==> src/rtl/dmem_arbiter.sv <==
// Data-RAM arbiter: processor has priority, peripheral DMA uses idle cycles,
// with a one-cycle forced processor stall on starvation. ARB_STATS_EN adds grant/stall counters.
module dmem_arbiter #(
    parameter int unsigned ADDR_W       = 12,
    parameter int unsigned DATA_W       = 32,
    parameter int unsigned STARVE_LIMIT = 8
) (
    input  logic              clock,
    input  logic              reset,
    input  logic              cpu_wren,
    input  logic              cpu_rden,
    input  logic [ADDR_W-1:0] cpu_addr,
    input  logic [DATA_W-1:0] cpu_data,
    output logic [DATA_W-1:0] cpu_q,
    output logic              cpu_stall,
    input  logic              per_req,
    input  logic              per_we,
    input  logic [ADDR_W-1:0] per_addr,
    input  logic [DATA_W-1:0] per_wdata,
    output logic              per_gnt,
    output logic              per_rvalid,
    output logic [DATA_W-1:0] per_rdata,
    output logic              mem_wEn,
    output logic [ADDR_W-1:0] mem_addr,
    output logic [DATA_W-1:0] mem_dataIn,
`ifdef ARB_STATS_EN
    output logic [15:0]       per_grant_count,
    output logic [15:0]       stall_count,
`endif
    input  logic [DATA_W-1:0] mem_dataOut
);

    localparam int unsigned CNT_W = $clog2(STARVE_LIMIT + 1);
    localparam logic [CNT_W-1:0] LIMIT = CNT_W'(STARVE_LIMIT);

    typedef enum logic {
        ST_ARB   = 1'b0,
        ST_FORCE = 1'b1
    } state_e;

    state_e              state_q, state_d;
    logic [CNT_W-1:0]    starve_cnt_q, starve_cnt_d;
    logic                per_rvalid_q, per_rvalid_d;
    logic [DATA_W-1:0]   per_rdata_q, per_rdata_d;
    logic                cpu_act;

    // Ownership of the RAM port and starvation tracking
    always_comb begin
        state_d      = state_q;
        starve_cnt_d = starve_cnt_q;
        cpu_stall    = 1'b0;
        per_gnt      = 1'b0;
        mem_wEn      = 1'b0;
        mem_addr     = cpu_addr;
        mem_dataIn   = cpu_data;
        cpu_act      = cpu_wren | cpu_rden;

        case (state_q)
            ST_ARB: begin
                if (cpu_act) begin
                    mem_wEn = cpu_wren;
                end else if (per_req) begin
                    per_gnt    = 1'b1;
                    mem_wEn    = per_we;
                    mem_addr   = per_addr;
                    mem_dataIn = per_wdata;
                end
                if (per_req && !per_gnt) begin
                    starve_cnt_d = (starve_cnt_q == LIMIT) ? starve_cnt_q
                                                           : starve_cnt_q + CNT_W'(1);
                    if (starve_cnt_d == LIMIT) begin
                        state_d = ST_FORCE;
                    end
                end else begin
                    starve_cnt_d = '0;
                end
            end
            ST_FORCE: begin
                // Processor op is dropped; it re-presents it next cycle
                cpu_stall    = 1'b1;
                per_gnt      = per_req;
                mem_wEn      = per_req & per_we;
                mem_addr     = per_addr;
                mem_dataIn   = per_wdata;
                starve_cnt_d = '0;
                state_d      = ST_ARB;
            end
            default: begin
                state_d      = ST_ARB;
                starve_cnt_d = '0;
            end
        endcase
    end

    // Read data comes straight from the RAM's output register in the valid cycle, then is held
    always_comb begin
        per_rvalid   = per_rvalid_q & ~reset;
        per_rdata    = per_rvalid ? mem_dataOut : per_rdata_q;
        per_rvalid_d = per_gnt & ~per_we;
        per_rdata_d  = per_rdata;
        cpu_q        = mem_dataOut;
    end

    always_ff @(posedge clock) begin
        if (reset) begin
            state_q      <= ST_ARB;
            starve_cnt_q <= '0;
            per_rvalid_q <= 1'b0;
            per_rdata_q  <= '0;
        end else begin
            state_q      <= state_d;
            starve_cnt_q <= starve_cnt_d;
            per_rvalid_q <= per_rvalid_d;
            per_rdata_q  <= per_rdata_d;
        end
    end

`ifdef ARB_STATS_EN
    logic [15:0] grant_cnt_q, grant_cnt_d;
    logic [15:0] stall_cnt_q, stall_cnt_d;

    // Saturating event counters
    always_comb begin
        grant_cnt_d = grant_cnt_q;
        stall_cnt_d = stall_cnt_q;
        if (per_gnt && (grant_cnt_q != 16'hFFFF)) begin
            grant_cnt_d = grant_cnt_q + 16'd1;
        end
        if (cpu_stall && (stall_cnt_q != 16'hFFFF)) begin
            stall_cnt_d = stall_cnt_q + 16'd1;
        end
        per_grant_count = grant_cnt_q;
        stall_count     = stall_cnt_q;
    end

    always_ff @(posedge clock) begin
        if (reset) begin
            grant_cnt_q <= '0;
            stall_cnt_q <= '0;
        end else begin
            grant_cnt_q <= grant_cnt_d;
            stall_cnt_q <= stall_cnt_d;
        end
    end
`endif

endmodule
==> config.mk <==
export PLATFORM = sky130hd
export DESIGN_NAME = dmem_arbiter
export DESIGN_NICKNAME = d
export VERILOG_FILES = /design/src/rtl/dmem_arbiter.sv
export SDC_FILE = /design/constraint.sdc
export NUM_CORES = 1
export LEC_CHECK = 0
export BUFFER_PORTS_ARGS = -buffer_cell sky130_fd_sc_hd__buf_2
export CORE_AREA = 2 2 91 93
export DETAILED_ROUTE_END_ITERATION = 10
export DIE_AREA = 0 0 93 95
export HOLD_SLACK_MARGIN = 0.12
export PLACE_DENSITY = 0.74
export SLEW_MARGIN = 40
export SYNTH_ARGS = -nofsm -noshare
export SYNTH_HDL_FRONTEND = slang
export SYNTH_SLANG_ARGS = --single-unit
export TNS_END_PERCENT = 20
==> constraint.sdc <==
create_clock -name clock -period 2.8 [get_ports clock]
set_input_delay 0 -clock clock [delete_from_list [all_inputs] [get_ports clock]]
set_output_delay 0 -clock clock [all_outputs]
set_load 0.05 [all_outputs]
Yosys cells after proc, flatten, opt, wreduce, memory -nomap -nowiden
Index checks and enable logic that the tools add are counted.
W data, S select, Z words.
{"block": "op_classes", "magnitude_cmp": 0, "eq_ne": 2, "multipliers": 0, "reduce_logical": 2, "shifts": 0, "addsub": 1, "n_div": 0, "n_bitwise": 7, "n_mux": 21}
{"op": "$mux W32", "count": 3}
{"op": "$pmux W32 S2", "count": 1}
{"op": "$mux W12", "count": 2}
{"op": "$pmux W12 S2", "count": 1}
{"op": "$eq A4 B4 Y1 const B", "count": 2}
{"op": "$mux W1", "count": 8}
{"op": "$mux W4", "count": 2}
{"op": "$pmux W4 S2", "count": 1}
{"op": "$pmux W1 S2", "count": 3}
{"op": "$add A4 B1 Y4 const B", "count": 1}
{"op": "$and A1 B1 Y1", "count": 3}
{"op": "$not A1 Y1", "count": 3}
{"op": "$logic_and A1 B1 Y1", "count": 1}
{"op": "$logic_not A1 Y1", "count": 1}
{"op": "$or A1 B1 Y1", "count": 1}
{"block": "word_totals", "rom_bits": 0, "output_inout_bits": 112, "mem_bits_rw": 0, "wordCells": 37, "register_bits": 38, "mem_count": 0, "input_bits": 126, "latchBits": 0}

Depth between registers and ports, before layout
{"block": "logic_depth", "ltp_word": 7, "mapped_depth": 5}

Least setup slack after synthesis
Ideal clock, no wire load.
{"block": "synth_path", "path_kind": "register -> output", "from": "register state_q", "to": "output mem_wEn", "stages_incl_launch_ff": 2, "setup_slack_ns": 1.094, "required_time_ns": 2.800, "arrival_ns": 1.706, "cell_sequence": "dfxtp_1 -> o21ai_0"}
{"block": "synth_via", "elab_chain_cells": 2}
{"element": "from (decl)", "line": "41", "source": "state_e state_q, state_d;"}
{"element": "from (signal assigned)", "line": "111", "source": "state_q <= state_d;"}
{"element": "$not A1 Y1"}
{"element": "$pmux W1 S2 *", "line": "58", "source": "case (state_q)"}
{"element": "to (decl)", "line": "23", "source": "output logic mem_wEn,"}
Every way passes the cells marked *; elsewhere a longest branch is shown, timed or not.

Worst setup path in the final report
{"block": "layout_path", "from": "register state_q", "to": "output mem_dataIn[30]"}
{"block": "layout_via", "elab_chain_cells": 2}
{"element": "$not A1 Y1"}
{"element": "$pmux W32 S2 *", "line": "58"}
{"element": "to (decl)", "line": "25", "source": "output logic [DATA_W-1:0] mem_dataIn,"}
Marks and branches as above.

==> results.json <==
{
  "status": "completed",
  "syn-num-nets": 387,
  "cp.buffers_inverters": 2,
  "cp_data_required_time_ns": 2.80,
  "ys_ff_latch": 38,
  "clk_latency_ns": 0.29,
  "die_w_um": 93,
  "critPathCaptureType": "output pin",
  "drt_iter0_drc": 48,
  "io_pins": 238,
  "wire_per_inst_um": 14.6,
  "r2r-start": "starve_cnt_q[0]$_SDFF_PP0_",
  "via_per_inst": 4.55,
  "worstHoldStart": "per_req",
  "antenna_found_initial": 0,
  "yosys.area.top_type_share": 0.289,
  "rr_worst_depth": 5,
  "drive_above_1_share": 0.654,
  "drc": 0,
  "grt_pass1_vias": 2699,
  "fmax_ghz": 0.489,
  "reg2reg_slack_ns": 1.50,
  "finalMaxSlewViolations": 0,
  "ys_warn_count": 0,
  "final_nets": 619,
  "synth_top_flop_cell": "dfxtp_1",
  "final_cell_area_sq_um": 4090,
  "ant_nets": 0,
  "clockBufferDepth": 2,
  "min_to": "per_rvalid_q$_SDFF_PP0_",
  "seq_area_sq_um": 762,
  "p_leak_nw": 2.05,
  "cts.sinks": 38,
  "wirelength_um": 8720,
  "crit_fanout": 25,
  "layout_common_cells": "237 x buf_2, 68 x mux2_2, 37 x dfxtp_1",
  "worstSetupStartpointType": "flop",
  "synthCells": 259,
  "multi_input_area_sq_um": 1520,
  "row_count": 33,
  "path_class": "flop to output pin",
  "cts-root-buf": "clkbuf_8",
  "postCtsHoldBufs": 33,
  "period_share": 0.730,
  "synth.largest_area_cell": "mux2_2",
  "crit_family": "compound AO/OA/AOI/OAI gates",
  "synth_area_sq_um": 2650,
  "grt_pass1_wl_um": 12800,
  "final_common_cell": "buf_2",
  "fillerInstances": 764,
  "die_y_um": 95,
  "die_area_sq_um": 8840,
  "io_buffer_count": 237,
  "placed_cell_area_sq_um": 3650,
  "timing.final.hold_violations": 0,
  "synthArstFlopShare": 0,
  "slowest_stage": "a21oi_4",
  "cts_made_buffers": 5,
  "grt_max_degree": 36,
  "worstReg2RegEnd": "state_q$_SDFF_PP0_",
  "slowest_delay_ns": 0.54,
  "ys_seq_area_frac": 0.287,
  "rsz0062_at_grt": "false",
  "cts.htree.levels": 2,
  "timing.max_slew.rel_slack": 0.559,
  "core_sq_um": 7930,
  "num_vias": 2714,
  "synth_edf_count": 0,
  "globalRouteTotalUtil": 0.185,
  "finalPower_mw": 1.63,
  "path_clk_slew_ns": 0.08,
  "post_cts_buffers": 0,
  "hpwl_um": 6380,
  "path_cells": "a21oi_4, buf_12, mux2_2, buf_2",
  "grt_overflow_total": 0,
  "skew_ns": 0.0101,
  "drt_pass1_iterations": 4,
  "finalSetupViolCount": 0,
  "finalCriticalPeriod_ns": 2.04,
  "avgSynthCellArea_sq_um": 10.2,
  "setup-tns-final_ns": 0,
  "post_cts_resized": 0,
  "cts_tree": "done",
  "whs_path_depth": 3,
  "start_util": 0.335,
  "place_congestion": 0.897,
  "worstHoldPathType": "input pin to flop",
  "maxCapViolations": 0,
  "p_per_area_nw_per_um2": 399,
  "synthTopCellsByArea": "mux2_2 29%, dfxtp_1 29%, mux2i_1 12%",
  "hold_slack_ns": 0.130,
  "cp.arrival_ns": 2.04,
  "layout-area-overhead-vs-synth_pct": 54.0,
  "worst_pin_slew_ns": 0.661,
  "ys_types": 30,
  "num_antenna_cells": 0,
  "peakVddDrop_mv": 0.196
}
==> sequential cells by signal (all words and copies together), names as in the netlist <==
register / count
state_q: 1
per_rvalid_q: 1
starve_cnt_q: 4
per_rdata_q: 32
==> cells in the mapped netlist, drive strengths merged (2+ instances only) <==
cell type,n
mux2i,32
nor2,36
mux2,76
nand3b,2
clkbuf,3
nor2b,2
o21ai,2
ha,2
a21oi,2
o211ai,2
buf,45
dfxtp,38
inv,5
==> where the power goes <==
part | internal, mW | switching, mW | total, mW | leakage, nW
Combinational | 0.207 | 0.407 | 0.614 | 1.69
Sequential | 0.547 | 0.00457 | 0.552 | 0.307
Clock | 0.262 | 0.202 | 0.464 | 0.0579
Total | 1.02 | 0.613 | 1.63 | 2.05
==> how the worst max path moves through the flow <==
stage                        from             end  slack, ns  cells after the start
2_1_floorplan  state_q$_SDFF_PP0_         mem_wEn       1.09                      1
3_3_place_gp   state_q$_SDFF_PP0_  mem_dataIn[28]       1.16                      4
3_5_place_dp   state_q$_SDFF_PP0_  mem_dataIn[30]       1.08                      4
4_1_cts        state_q$_SDFF_PP0_  mem_dataIn[30]       0.75                      4
5_1_grt        state_q$_SDFF_PP0_  mem_dataIn[29]       0.66                      4
6_report       state_q$_SDFF_PP0_  mem_dataIn[30]       0.76                      4
==> per-layer routing <==
layer,share of wire,up-vias,global-route usage
met3,0.082,17,0.0567
met2,0.54,142,0.364
met4,0.021,0,0.0564
met1,0.35,1229,0.185
met5,0,-,0
li1,-,1326,-
==> through the flow <==
step | setup slack (ns) | instances | utilization
finish | 0.756 | 597 | 0.516
global route | 0.660 | 597 | 0.516
CTS | 0.749 | 597 | 0.516
detailed placement | 1.08 | 556 | 0.460
global placement | 1.16 | 556 | 0.460
floorplan | 1.09 | 259 | -
==> worst min-delay path: stages <==
cell     delay (ns)
buf_2          0.13
o21a_1         0.11
nor3b_1        0.14
==> area by class of cell <==
class	instances	area share
multi-input cells	168	0.371
inverters	5	0.00459
repair buffers	273	0.380
well taps	105	0.0321
clock buffers	5	0.0168
flip-flops and latches	38	0.186
clock inverters	3	0.00979
==> kinds of logic (layout without fill, tap and decap cells) <==
| kind of cell | after synthesis | count (layout) | share of synthesized area |
|---|---|---|---|
| buffers and inverters | 53 | 286 | 0.145 |
| AO/OA/AOI/OAI | 9 | 9 | 0.0278 |
| multiplexers | 108 | 108 | 0.443 |
| XOR/XNOR | 2 | 2 | 0.00660 |
| AND/OR/NAND/NOR | 47 | 47 | 0.0811 |
| adder cells (fa/ha/maj) | 2 | 2 | 0.00943 |
| flip-flops | 38 | 38 | 0.287 |
Note: power is estimated with default switching activity, not from simulation.
